File: src/rtl/traffic_light_ctrl_if.sv
// Signal bundle between the two-road traffic light controller and its
// environment: mode/request inputs toward the controller, lamp and
// pedestrian status outputs from it.
interface traffic_light_ctrl_if;
    logic flash_en;
    logic ped_req;
    logic ns_green;
    logic ns_yellow;
    logic ns_red;
    logic ew_green;
    logic ew_yellow;
    logic ew_red;
    logic ped_walk;
    logic ped_pend;

    // Environment side: drives the mode/request levels, observes the lamps.
    modport master (
        output flash_en, ped_req,
        input  ns_green, ns_yellow, ns_red,
        input  ew_green, ew_yellow, ew_red,
        input  ped_walk, ped_pend
    );

    // Controller side.
    modport slave (
        input  flash_en, ped_req,
        output ns_green, ns_yellow, ns_red,
        output ew_green, ew_yellow, ew_red,
        output ped_walk, ped_pend
    );
endinterface

File: src/rtl/traffic_light_ctrl.sv
// Two-road (NS/EW) intersection controller with programmable phase lengths,
// all-red clearance and a maintenance flashing-yellow mode.
// Optional feature macro: PED_REQ_EN -- pedestrian request latching, green
// truncation after MIN_GREEN_CYC and a WALK_CYC walk interval in clearance.
// Without it ped_req is ignored and ped_walk/ped_pend are constant 0.
module traffic_light_ctrl #(
    parameter int GREEN_CYC     = 16,
    parameter int YELLOW_CYC    = 4,
    parameter int CLEAR_CYC     = 2,
    parameter int MIN_GREEN_CYC = 4,
    parameter int WALK_CYC      = 8,
    parameter int FLASH_CYC     = 3,
    parameter int CNT_W         = 8
) (
    input logic                 clk,
    input logic                 rstn,
    traffic_light_ctrl_if.slave bus
);

    typedef enum logic [2:0] {
        NS_G  = 3'd0,
        NS_Y  = 3'd1,
        CLR_A = 3'd2,
        EW_G  = 3'd3,
        EW_Y  = 3'd4,
        CLR_B = 3'd5,
        FLASH = 3'd6
    } state_t;

    // Last counter value of each phase: a phase of DUR cycles ends at DUR-1.
    localparam logic [CNT_W-1:0] G_LAST = CNT_W'(GREEN_CYC - 1);
    localparam logic [CNT_W-1:0] Y_LAST = CNT_W'(YELLOW_CYC - 1);
    localparam logic [CNT_W-1:0] C_LAST = CNT_W'(CLEAR_CYC - 1);
    localparam logic [CNT_W-1:0] F_LAST = CNT_W'(FLASH_CYC - 1);

    state_t             state;
    logic [CNT_W-1:0]   cnt;
    logic               flash_q;
    logic               ns_green_q, ns_yellow_q, ns_red_q;
    logic               ew_green_q, ew_yellow_q, ew_red_q;

    state_t             nxt_state;
    logic [CNT_W-1:0]   nxt_cnt;
    logic               nxt_flash;
    logic               entering;
    logic               ph_done;
    logic               nxt_is_clr;
    logic               nxt_ns_g, nxt_ns_y, nxt_ns_r;
    logic               nxt_ew_g, nxt_ew_y, nxt_ew_r;

    logic               pend_q;
    logic               walk_q;

`ifdef PED_REQ_EN
    localparam logic [CNT_W-1:0] M_LAST = CNT_W'(MIN_GREEN_CYC - 1);
    localparam logic [CNT_W-1:0] W_LAST = CNT_W'(WALK_CYC - 1);

    logic               serve;
    logic               nxt_pend;
    logic               nxt_walk;
`else
    localparam int unused_ped_params = MIN_GREEN_CYC + WALK_CYC;
    logic unused_ped_req;
    assign unused_ped_req = bus.ped_req;
    assign pend_q = 1'b0;
    assign walk_q = 1'b0;
`endif

    function automatic state_t succ(input state_t s);
        case (s)
            NS_G:    succ = NS_Y;
            NS_Y:    succ = CLR_A;
            CLR_A:   succ = EW_G;
            EW_G:    succ = EW_Y;
            EW_Y:    succ = CLR_B;
            default: succ = NS_G;
        endcase
    endfunction

    // Decide whether the current phase ends on this edge.
    always_comb begin
        ph_done = 1'b0;
        case (state)
            NS_G, EW_G: begin
                ph_done = (cnt == G_LAST);
`ifdef PED_REQ_EN
                if (pend_q && (cnt >= M_LAST)) ph_done = 1'b1;
`endif
            end
            NS_Y, EW_Y: ph_done = (cnt == Y_LAST);
            CLR_A, CLR_B: begin
`ifdef PED_REQ_EN
                ph_done = walk_q ? (cnt == W_LAST) : (cnt == C_LAST);
`else
                ph_done = (cnt == C_LAST);
`endif
            end
            default: ph_done = 1'b0;
        endcase
    end

    // Next state, counter and flash bit; flash_en overrides everything.
    always_comb begin
        nxt_state = state;
        if (bus.flash_en)        nxt_state = FLASH;
        else if (state == FLASH) nxt_state = CLR_B;
        else if (ph_done)        nxt_state = succ(state);

        entering   = (nxt_state != state);
        nxt_is_clr = (nxt_state == CLR_A) || (nxt_state == CLR_B);

        if (entering)                            nxt_cnt = '0;
        else if (state == FLASH && cnt == F_LAST) nxt_cnt = '0;
        else                                     nxt_cnt = cnt + 1'b1;

        nxt_flash = 1'b0;
        if (nxt_state == FLASH) begin
            if (entering)           nxt_flash = 1'b1;
            else if (cnt == F_LAST) nxt_flash = ~flash_q;
            else                    nxt_flash = flash_q;
        end
    end

    // Lamp decode from the next state so lamps register with the state.
    always_comb begin
        nxt_ns_g = 1'b0;
        nxt_ns_y = 1'b0;
        nxt_ns_r = 1'b0;
        nxt_ew_g = 1'b0;
        nxt_ew_y = 1'b0;
        nxt_ew_r = 1'b0;
        case (nxt_state)
            NS_G:  begin nxt_ns_g = 1'b1; nxt_ew_r = 1'b1; end
            NS_Y:  begin nxt_ns_y = 1'b1; nxt_ew_r = 1'b1; end
            EW_G:  begin nxt_ew_g = 1'b1; nxt_ns_r = 1'b1; end
            EW_Y:  begin nxt_ew_y = 1'b1; nxt_ns_r = 1'b1; end
            FLASH: begin nxt_ns_y = nxt_flash; nxt_ew_y = nxt_flash; end
            default: begin nxt_ns_r = 1'b1; nxt_ew_r = 1'b1; end
        endcase
    end

    // Phase state machine with registered lamp outputs.
    always_ff @(posedge clk) begin
        if (!rstn) begin
            state       <= NS_G;
            cnt         <= '0;
            flash_q     <= 1'b0;
            ns_green_q  <= 1'b1;
            ns_yellow_q <= 1'b0;
            ns_red_q    <= 1'b0;
            ew_green_q  <= 1'b0;
            ew_yellow_q <= 1'b0;
            ew_red_q    <= 1'b1;
        end else begin
            state       <= nxt_state;
            cnt         <= nxt_cnt;
            flash_q     <= nxt_flash;
            ns_green_q  <= nxt_ns_g;
            ns_yellow_q <= nxt_ns_y;
            ns_red_q    <= nxt_ns_r;
            ew_green_q  <= nxt_ew_g;
            ew_yellow_q <= nxt_ew_y;
            ew_red_q    <= nxt_ew_r;
        end
    end

`ifdef PED_REQ_EN
    // A pending request is served on entry to a clearance; a request seen on
    // the same edge re-pends for the following clearance.
    always_comb begin
        serve    = nxt_is_clr && entering && pend_q;
        nxt_pend = (pend_q && !serve) || bus.ped_req;
        nxt_walk = nxt_is_clr && (serve || (walk_q && !entering));
    end

    // Pedestrian request and walk registers.
    always_ff @(posedge clk) begin
        if (!rstn) begin
            pend_q <= 1'b0;
            walk_q <= 1'b0;
        end else begin
            pend_q <= nxt_pend;
            walk_q <= nxt_walk;
        end
    end
`endif

    assign bus.ns_green  = ns_green_q;
    assign bus.ns_yellow = ns_yellow_q;
    assign bus.ns_red    = ns_red_q;
    assign bus.ew_green  = ew_green_q;
    assign bus.ew_yellow = ew_yellow_q;
    assign bus.ew_red    = ew_red_q;
    assign bus.ped_walk  = walk_q;
    assign bus.ped_pend  = pend_q;

endmodule
File: src/flat_wrapper.sv
// flat-port wrapper written by rule: the top's interface ports become plain ports
module traffic_light_ctrl_flat 
#(
    parameter int GREEN_CYC     = 16,
    parameter int YELLOW_CYC    = 4,
    parameter int CLEAR_CYC     = 2,
    parameter int MIN_GREEN_CYC = 4,
    parameter int WALK_CYC      = 8,
    parameter int FLASH_CYC     = 3,
    parameter int CNT_W         = 8
)
  (clk, rstn, bus_flash_en, bus_ped_req, bus_ns_green, bus_ns_yellow, bus_ns_red, bus_ew_green, bus_ew_yellow, bus_ew_red, bus_ped_walk, bus_ped_pend);
  traffic_light_ctrl_if bus_i ();
  input logic clk;
  input logic rstn;
  input wire logic [$bits(bus_i.flash_en)-1:0] bus_flash_en;
  input wire logic [$bits(bus_i.ped_req)-1:0] bus_ped_req;
  output wire logic [$bits(bus_i.ns_green)-1:0] bus_ns_green;
  output wire logic [$bits(bus_i.ns_yellow)-1:0] bus_ns_yellow;
  output wire logic [$bits(bus_i.ns_red)-1:0] bus_ns_red;
  output wire logic [$bits(bus_i.ew_green)-1:0] bus_ew_green;
  output wire logic [$bits(bus_i.ew_yellow)-1:0] bus_ew_yellow;
  output wire logic [$bits(bus_i.ew_red)-1:0] bus_ew_red;
  output wire logic [$bits(bus_i.ped_walk)-1:0] bus_ped_walk;
  output wire logic [$bits(bus_i.ped_pend)-1:0] bus_ped_pend;
  assign bus_i.flash_en = bus_flash_en;
  assign bus_i.ped_req = bus_ped_req;
  assign bus_ns_green = bus_i.ns_green;
  assign bus_ns_yellow = bus_i.ns_yellow;
  assign bus_ns_red = bus_i.ns_red;
  assign bus_ew_green = bus_i.ew_green;
  assign bus_ew_yellow = bus_i.ew_yellow;
  assign bus_ew_red = bus_i.ew_red;
  assign bus_ped_walk = bus_i.ped_walk;
  assign bus_ped_pend = bus_i.ped_pend;
  traffic_light_ctrl #(.GREEN_CYC(GREEN_CYC), .YELLOW_CYC(YELLOW_CYC), .CLEAR_CYC(CLEAR_CYC), .MIN_GREEN_CYC(MIN_GREEN_CYC), .WALK_CYC(WALK_CYC), .FLASH_CYC(FLASH_CYC), .CNT_W(CNT_W)) u_core (.clk(clk), .rstn(rstn), .bus(bus_i));
endmodule
File: config.mk
export PLATFORM = sky130hd
export DESIGN_NAME = traffic_light_ctrl_flat
export DESIGN_NICKNAME = d
export VERILOG_FILES = /design/src/rtl/traffic_light_ctrl_if.sv /design/src/rtl/traffic_light_ctrl.sv /design/src/flat_wrapper.sv
export SDC_FILE = /design/constraint.sdc
export NUM_CORES = 1
export LEC_CHECK = 0
export ABC_AREA = 1
export CAP_MARGIN = 40
export CELL_PAD_IN_SITES_DETAIL_PLACEMENT = 1
export CELL_PAD_IN_SITES_GLOBAL_PLACEMENT = 1
export CORE_MARGIN = 5
export CORE_UTILIZATION = 41
export DETAILED_ROUTE_END_ITERATION = 8
export PLACE_DENSITY_LB_ADDON = 0.1
export SLEW_MARGIN = 5
export SYNTH_ARGS = -nofsm -noshare
export SYNTH_HDL_FRONTEND = slang
export SYNTH_SLANG_ARGS = --single-unit
File: constraint.sdc
create_clock -name clk -period 3.4 [get_ports clk]
set_clock_uncertainty 0.05 [all_clocks]
set_input_delay 0.68 -clock clk [delete_from_list [all_inputs] [get_ports clk]]
set_output_delay 0.68 -clock clk [all_outputs]
set_load 0.05 [all_outputs]
Word level (Yosys, flattened, before mapping). Cells that the tools add are included.

Output and inout port bits: 8. Register bits: 18. Input bits: 4. Word-level logic and storage cells: 50.

Mux-type cells: 14. $add $sub $neg: 1. Reduce and logical (&&, ||, !) cells: 9. Bitwise operators: 2. Equality and inequality tests: 15.

Operators with widths (number): 8-bit by 2-bit == test with 1-bit output, second input constant (2); 3-bit == test, second input constant (5); 3-bit one-hot mux with 5 select lines (1); 3-bit by 2-bit == test with 1-bit output, second input constant (3); 3-bit two-way mux (3); 3-bit OR reduction (3); 8-bit by 1-bit adder with 8-bit output, second input constant (1); 8-bit by 1-bit == test with 1-bit output, second input constant (1); 8-bit by 4-bit == test with 1-bit output, second input constant (1); 1-bit two-way mux (7); 3-bit by 1-bit == test with 1-bit output, second input constant (2); 3-bit zero test (2); 2-bit OR reduction (3); 1-bit one-hot mux with 2 select lines (2); 3-bit inequality test (1); 1-bit one-hot mux with 3 select lines (1); 1-bit inverter (2); 1-bit logical AND (1).

Depth between registers and ports, before layout. Gate-level depths: netlist (run 1).

Word-level depth: 10. Mapped depth: 15. Mapped depth without buffers: 15.

Worst setup path before layout (run 1). Ideal clock, no wire load.

Path kind: register -> register. Start point: reg u_core.state[2]. End point: reg u_core.ns_red_q (netlist: u_core.bus.ns_red). Path buffers: 0. Path slack: 1902 ps. Arrival time: 1334 ps. Setup time: 115 ps. Stages on the path, launching flop included: 13. Cell sequence: dfxtp_1 > inv_1 > nand3_1 > nand3_1 > nand2_1 > nor2_2 > nand2_2 > inv_2 > nor2_2 > nor2_4 > nand2_1 > o21ai_2 > nor2_1.

Longest elaborated chain between the ends: 9. Elaborated cells on any way between the ends: 20. Classes of those cells: eq/ne: 8; mux: 6; reduce/logical: 6.

Ends and longest elaborated chain: start: declaration (RTL line traffic_light_ctrl.sv:36) `state_t state;`; start signal: assignment (RTL line traffic_light_ctrl.sv:155) `state <= nxt_state;`; 3-bit == test (tied with other cells) (RTL line traffic_light_ctrl.sv:83) `case (state)`; 2-bit OR reduction (RTL line traffic_light_ctrl.sv:83); 1-bit one-hot mux with 3 select lines (RTL line traffic_light_ctrl.sv:83); 3-bit two-way mux (RTL line traffic_light_ctrl.sv:107) `else if (ph_done) nxt_state = succ(state);`; 3-bit two-way mux * (RTL line traffic_light_ctrl.sv:106) `else if (state == FLASH) nxt_state = CLR_B;`; 3-bit two-way mux * (RTL line traffic_light_ctrl.sv:105) `if (bus.flash_en) nxt_state = FLASH;`; 3-bit by 1-bit == test with 1-bit output (tied with other cells) (RTL line traffic_light_ctrl.sv:132) `case (nxt_state)`; 3-bit OR reduction (no line) *; 1-bit two-way mux * (RTL line traffic_light_ctrl.sv:132); end signal: assignment (RTL line traffic_light_ctrl.sv:160) `ns_red_q <= nxt_ns_r;`; end: declaration (RTL line traffic_light_ctrl.sv:39) `logic ns_green_q, ns_yellow_q, ns_red_q;`.

Every way passes the cells marked *; elsewhere a longest branch is shown, timed or not. A chain may end at the register's enable or synchronous reset.

Worst setup path in the final report (run 1).
Start point: reg u_core.ns_green_q (netlist: u_core.bus.ns_green). End point: out bus_ns_green.

RTL lines: start: declaration (RTL line traffic_light_ctrl.sv:39); start signal: assignment (RTL line traffic_light_ctrl.sv:158) `ns_green_q <= nxt_ns_g;`; end: declaration (RTL line flat_wrapper.sv:18) `output wire logic [$bits(bus_i.ns_green)-1:0] bus_ns_green;`.

No word-level cell between the ends.

==> results of run 1 <==
final timing paths:
| kind | depth (start not counted) | slack [ns] | endpoint | from |
|---|---|---|---|---|
| setup / recovery | 1 | 1.25 | bus_ns_green | u_core.bus.ns_green |
| hold reg to reg | 1 | 0.46 | u_core.cnt[0] | u_core.cnt[0] |
| setup reg to reg | 12 | 1.63 | u_core.cnt[6] | u_core.state[2] |
| hold / removal | 1 | 0.46 | u_core.cnt[0] | u_core.cnt[0] |
worst reg2reg max path, delay by kind of cell, from the launching register on:
kind,cells,cell delay [ns]
simple gates,10,1.02
buf+inv,2,0.22
flops,1,0.36
logic make-up after synthesis:
family                     synth area share
AOI/OAI and AO/OA                    0.0359
xor gates and xnor gates             0.0652
adders and majority gates            0.0266
buffers and inverters                0.0959
DFF                                   0.383
other                               0.00399
and+or+nand+nor                       0.389
sequential cells by signal (all words and copies together), names as in the netlist:
| signal | flops |
|---|---|
| u_core.bus.ns_yellow | 1 |
| u_core.bus.ew_yellow | 1 |
| u_core.cnt | 8 |
| u_core.bus.ew_green | 1 |
| u_core.flash_q | 1 |
| u_core.state | 3 |
| u_core.bus.ew_red | 1 |
| u_core.bus.ns_red | 1 |
| u_core.bus.ns_green | 1 |
cells in the final DEF (no fill, tap or decap):
| cell type | n |
|---|---|
| sky130_fd_sc_hd__o21ai_2 | 1 |
| sky130_fd_sc_hd__nor2_4 | 1 |
| sky130_fd_sc_hd__nor2_2 | 4 |
| sky130_fd_sc_hd__nand2_4 | 1 |
| sky130_fd_sc_hd__xor2_1 | 5 |
| sky130_fd_sc_hd__inv_1 | 14 |
| sky130_fd_sc_hd__conb_1 | 2 |
| sky130_fd_sc_hd__clkbuf_8 | 1 |
| sky130_fd_sc_hd__clkbuf_4 | 3 |
| sky130_fd_sc_hd__dfxtp_1 | 18 |
| sky130_fd_sc_hd__o21ai_0 | 2 |
| sky130_fd_sc_hd__xnor2_1 | 2 |
| sky130_fd_sc_hd__nand3_2 | 2 |
| sky130_fd_sc_hd__nand3_1 | 12 |
| sky130_fd_sc_hd__nand2_1 | 26 |
| sky130_fd_sc_hd__nand3_4 | 1 |
| sky130_fd_sc_hd__clkdlybuf4s50_1 | 8 |
| sky130_fd_sc_hd__ha_1 | 2 |
| sky130_fd_sc_hd__nand4_1 | 4 |
| sky130_fd_sc_hd__a21oi_1 | 3 |
| sky130_fd_sc_hd__inv_2 | 6 |
| sky130_fd_sc_hd__nor2_1 | 21 |
| sky130_fd_sc_hd__nand2_2 | 3 |
stage by stage:
step	std cells	power [mW]	utilization
after floorplan	132	0.301	-
after global placement	166	0.322	0.476
after detailed placement	166	0.324	0.476
after CTS	170	0.460	0.493
after global routing	170	0.483	0.493
final	170	0.451	0.493
power by group through the flow:
stage	registers (mW)	logic, mW	clock network, mW
after global placement	0.231	0.0905	0
final	0.227	0.0922	0.132
after global routing	0.228	0.102	0.152
after detailed placement	0.232	0.0927	0
after floorplan	0.248	0.0530	0
after CTS	0.227	0.0939	0.139
layout make-up:
cell class	count	area [um^2]
clock buffers	4	36.3
fillers	295	1110
inverters	20	75.1
multi-input cells	92	493
flip-flops and latches	18	360
well taps	28	35.0
repair buffers	8	80.1
per-layer routing:
layer,vias up,global-route usage,routed length (um)
met3,4,0.0468,66
li1,420,-,-
met4,0,0.0298,21
met5,-,0,0
met2,10,0.260,1060
met1,370,0.167,896
==> results.md, run 1 <==
- The maximum frequency from static timing analysis is 0.466 GHz.
- After routing, the total negative slack on setup checks comes to 0 ns.
- The largest single stage delay on the critical path is 0.80 ns.
- The worst slew margin relative to its limit is 0.666.
- After the last flow step, the layout net total stands at 149.
- In this run the cell area of the synthesized design comes to 940 um^2.
- After clock tree synthesis, the setup repair step added 0 buffers.
- Of the post-synthesis cell area, the dominant cell type holds 0.383.
- By count the netlist is led by sky130_fd_sc_hd__nand2_1, sky130_fd_sc_hd__nor2_1, sky130_fd_sc_hd__dfxtp_1.
- The cell family contributing the most delay on the critical path is buffers and inverters.
- The clock tree from TritonCTS is built.
- Before antenna repair, the detailed router went through 2 iterations.
- Yosys instantiated no cell more often than sky130_fd_sc_hd__nand2_1.
- The largest total area in the synthesized netlist belongs to sky130_fd_sc_hd__dfxtp_1.
- The share of the Yosys chip area taken by registers is 0.383.
- Yosys mapped the design onto 21 distinct sky130hd cell types.
- The total power density per cell area is 418 nW/um^2.
- The final max-slew violation count is 0.
- The slowest library cell on the worst path is sky130_fd_sc_hd__clkdlybuf4s50_1.
- A synthesized cell averages 7.17 um^2.
- Counting both buffers and inverters, the worst setup path holds a total of 1.
- The share of final-layout standard cells stronger than drive strength 1 is 0.162.
- The number of warnings printed during yosys synthesis is 0.
- The critical path is of the flip-flop to output pin type.
- The later-pin clock latency in the skew report is 0.29 ns.
- Counting every instance in the synthesized netlist gives 131.
- From bottom edge to top edge, the die measures 57.9 um.
- The initialized floorplan defines 17 standard-cell rows.
- The clock edge transition at the registers on the reported setup and hold paths is 0.10 ns.
- The number of cells upsized or downsized after cts is 0.
- For this run the aggregate overflow at the end of global routing stands at 0.
- The maximum number of pins on one net before global-route repair is 11.
- The via count of the first global-routing pass is 879.
- The critical path data arrival time is 1.42 ns.
- The number of input and output port buffers inserted is 8.
- The proportion of power drawn by combinational gates is 0.204.
- Cell internal power was estimated by the tool at 0.314 mW.
- Summed over all cells, the static leakage comes to 0.500 nW.
- After detailed routing, the average wire length per cell comes to 12.0 um.
- The routability congestion estimate is 0.747.
- Of the total power, the share spent switching nets is 0.305.
- The horizontal extent of the die is 57.9 um.
- In the global route stage, overall resource usage came out at 0.145.
- The worst-case IR drop observed on VDD is 0.000270 V.
- The critical path goes through clkdlybuf4s50_1.
- The remaining antenna violation count is 0.
- For the pin with the worst max-slew slack, the measured transition is 0.499 ns.
- Of all nets on the critical path, the largest fanout is 1.
- The initial utilization of the core area, before any placement, comes to 0.429.
- The core region is 2190 um^2.
- The total setup violations reported at the end of the flow is 0.
- The type of the most critical hold path is flip-flop to flip-flop.
- The number of hold buffers added after cts is 0.
- The minimum setup slack in the final design is 1.25 ns.
- For this run, the leading register cell type out of synthesis is sky130_fd_sc_hd__dfxtp_1.
- The run finished with clean final reports.
- The switching power summed over all nets is 0.137 mW.
- Clock tree synthesis inserted a total of 3 buffers.
- The number of hold violations in the final report is 0.
- The clock net in this run drives a total of 18 sinks.
- 0 antenna diodes ended up in the layout.
- During I/O placement, the number of pins put on the boundary was 12.
- The detailed router finished its first iteration with 11 violations.
- The wire length after detailed routing is 2050 um.
- In this run the number of H-tree levels came out at 1.
- Compared with the post-synthesis result, the final layout area differs by 14.9%.
- The post-layout minimum cycle time is 2.15 ns.
- The pre-CTS worst setup slack is 1.33 ns.
- The wire-length estimate of the detail-placed layout is 1630 um.
- The number of buffers on the longest clock path is 2.
- The register bit count reported by yosys is 18.
- The part of the cycle the worst path needs is 0.631.
- After synthesis, the cell types taking the most area are sky130_fd_sc_hd__dfxtp_1, sky130_fd_sc_hd__nand2_1, sky130_fd_sc_hd__nor2_1, sky130_fd_sc_hd__nand3_1, sky130_fd_sc_hd__inv_1.
- The worst setup path is captured at an output pin.
- The total number of vias is 804.
- Final hold analysis gives a worst-case slack of 0.455 ns.
- The proportion of synthesized flip-flops having asynchronous set or reset is 0.
- The sequential cell fraction of total power is 0.502.
- The final instance area is 1080 um^2.
- The worst setup path is launched from a flip-flop.
- The post-detailed-route via-to-cell ratio is 4.73.
- The tree is rooted in a sky130_fd_sc_hd__clkbuf_4.
- In the routed design, unresolved DRC markers number 0.
- Setup repair after global routing left no endpoint under its margin.
- The area after detailed placement is 1040 um^2.
- For the worst setup path, the data required time is 2.67 ns.
- In this run, synthesis inferred 0 flip-flops with an integrated enable.
- The number of antenna violations at the first check in global routing is 0.
- The first-pass GRT wire length is 3770 um.
- The die covers 3350 um^2.
- The proportion of power drawn by the clock network is 0.293.
- The count of max-cap constraint violations is 0.
(Power assumes the default switching activity.)
==> run 2, diff against run 1 <==
--- a/config.mk
+++ b/config.mk
@@ -10,7 +10,7 @@
 export CELL_PAD_IN_SITES_DETAIL_PLACEMENT = 1
 export CELL_PAD_IN_SITES_GLOBAL_PLACEMENT = 1
 export CORE_MARGIN = 5
-export CORE_UTILIZATION = 41
+export CORE_UTILIZATION = 38
 export DETAILED_ROUTE_END_ITERATION = 8
 export PLACE_DENSITY_LB_ADDON = 0.1
 export SLEW_MARGIN = 5
==> constraint.sdc (replaced) <==
create_clock -name clk -period 2 [get_ports clk]
set_clock_uncertainty 0.05 [all_clocks]
set_input_delay 0.4 -clock clk [delete_from_list [all_inputs] [get_ports clk]]
set_output_delay 0.4 -clock clk [all_outputs]
set_load 0.05 [all_outputs]
==> results.md, run 2 (same netlist as run 1, synthesis figures left out) <==
- The pre-CTS worst setup slack is 0.193 ns.
- The later pin in the worst-skew pair is clocked with a latency of 0.29 ns.
- The repair_antennas step left the layout with diodes totalling 0.
- The via count of the first global-routing pass is 848.
- Of the cells placed in the final design, the portion with a size suffix greater than 1 is 0.169.
- For met3 alone, demand over resource in global routing was 0.0259.
- The detailed router's first-iteration violation count is 15.
- After legalization and detailed placement, the total HPWL measured 1640 um.
- The post-detailed-route wirelength per cell is 11.7 um.
- In this run the vertical extent of the chip is 59.7 um.
- STA classifies the critical path startpoint as a flip-flop.
- In this design, the stage delay of the slowest critical-path cell is 0.80 ns.
- The post-placement cell count is 168.
- TritonCTS built the clock tree.
- The maximum fanout encountered on the critical timing path is 1.
- The transition time at the pin with the least slew margin is 0.500 ns.
- The floorplan has 18 rows.
- The endpoint type of the worst setup path is an output pin.
- In the global route stage, met2 resource usage came out at 0.208.
- The number of placed I/O pins is 12.
- The most common cell after layout, fill and taps aside is sky130_fd_sc_hd__nand2_1.
- For this run, the total global-route usage over all layers was measured as 0.137.
- The final route contains 805 vias.
- The largest registers in the layout are u_core.cnt x8, u_core.state x3.
- The number of buffers added by the clock tree synthesis step is 3.
- Summed over all layers, the global routing overflow is 0.
- The register with the most flip-flops in the layout has 8 of them.
- The core box area is 2410 um^2.
- The tightest hold path in the finished design has a slack of 0.449 ns.
- The total setup violations reported at the end of the flow is 0.
- The critical path buffer and inverter count is 1.
- Among cell families on the critical path, the largest total delay comes from buffers and inverters.
- The layout has 323 filler cells.
- In this run the horizontal extent of the chip is 59.7 um.
- Timing would allow up to 0.534 GHz.
- The net count of the finished layout is 149.
- In this run the static leakage power is 0.500 nW.
- The part of the cycle the worst path needs is 0.936.
- The first global-routing pass estimated 3740 um of wire.
- After global routing, the most crowded layer is met2.
- Across the run, the number of max-cap violations was 0.
- The worst-case vdd ir drop is 0.000442 V.
- The minimum setup slack in the final design is 0.129 ns.
- The detailed-router iteration count before antenna repair is 2.
- Port buffering added 8 buffers.
- The clock root buffer is sky130_fd_sc_hd__clkbuf_4.
- The clock sink count is 18.
- The slowest library cell on the worst path is sky130_fd_sc_hd__clkdlybuf4s50_1.
- No sink is reached through more buffers than the 2 on the longest clock path.
- After clock tree synthesis, the clock-pin slew on the worst setup and hold paths is 0.10 ns.
- The final max-slew violation count is 0.
- The number of H-tree levels is 1.
- The required time of the critical path is 1.55 ns.
- The worst setup path is of the flip-flop to output pin kind.
- After the flow finishes, the layout carries non-filler instances totaling 172.
- The register with the most flip-flops in the final layout is u_core.cnt.
- The die covers 3570 um^2.
- The number of antenna violations at the first check in global routing is 0.
- The final layout contains routed wiring with a total length of 2020 um.
- The number of DRC violations after detailed routing is 0.
- The total power density per cell area is 708 nW/um^2.
- In this run the remaining antenna-violating nets after routing total 0.
- The flow ran to the end, and the final reports show no timing, DRC or antenna violations.
- The number of hold violations in the final report was 0.
- The maximum number of pins on one net before global-route repair is 11.
- Data on the critical path arrives at its endpoint at 1.42 ns.
- Once layout is complete, the utilization of the core stands at 0.449.
- The post-layout minimum cycle time is 1.87 ns.
- The initial standard-cell utilization of the core is 0.390.
- The layout overhead on the synthesized area is 15.2%.
- The routing usage on met1 is 0.186.
- The minimum setup slack among reg-to-reg paths is 0.25 ns.
- Dividing the detail-routed via count by the number of cells gives 4.68.
- The tightest min-delay check is of the flip-flop to flip-flop type.
- Routability-driven placement finished with a final weighted congestion of 0.797.
- In the layout the commonest cells are sky130_fd_sc_hd__nand2_1, sky130_fd_sc_hd__nor2_1, sky130_fd_sc_hd__dfxtp_1.
- Setup repair after global routing left no endpoint under its margin.
- In the final timing run, aggregate negative setup slack is 0 ns.
- The sequential cells in the finished layout cover a total of 360 um^2.
- The multi-input logic area is 493 um^2.
- The worst slew margin relative to its limit is 0.666.
- The critical path goes through clkdlybuf4s50_1.
## run 2: what timing repair did
item | in CTS | in global routing
resized for setup | 0 | 1
setup endpoints to repair | 0 | 1
hold buffers | 0 | 0
buffers inserted | 0 | 0
## run 2: power breakdown
part           switching [mW]  total, mW  internal [mW]  leakage [nW]
clock network           0.113      0.224          0.111        0.0210
logic                   0.108      0.156         0.0478         0.331
registers              0.0122      0.386          0.374         0.148
## run 2: area by class of cell
cell class / count / share of cell area
flip-flops and latches: 18 / 0.333
clock buffers: 4 / 0.0335
well taps: 30 / 0.0347
multi-input cells: 92 / 0.455
inverters: 20 / 0.0694
repair buffers: 8 / 0.0740
## run 2: layer usage
metal	routed length, um	up-vias
li1	-	425
met1	1040	370
met2	927	6
met3	27	4
met4	28	0
met5	0	-
## run 2: path summary, 6_finish.rpt
path / start / depth (start not counted) / end
worst max register to register: u_core.state[1] / 12 / u_core.bus.ew_red
worst min register to register: u_core.cnt[0] / 1 / u_core.cnt[0]
worst min-delay path: u_core.cnt[0] / 1 / u_core.cnt[0]
worst max-delay path: u_core.bus.ew_red / 1 / bus_ew_red
## run 2: stage by stage
stage / area, um^2 / power (mW)
2_1_floorplan: 943 / 0.512
3_3_place_gp: 1050 / 0.548
3_5_place_dp: 1050 / 0.552
4_1_cts: 1080 / 0.778
5_1_grt: 1080 / 0.808
6_report: 1080 / 0.766
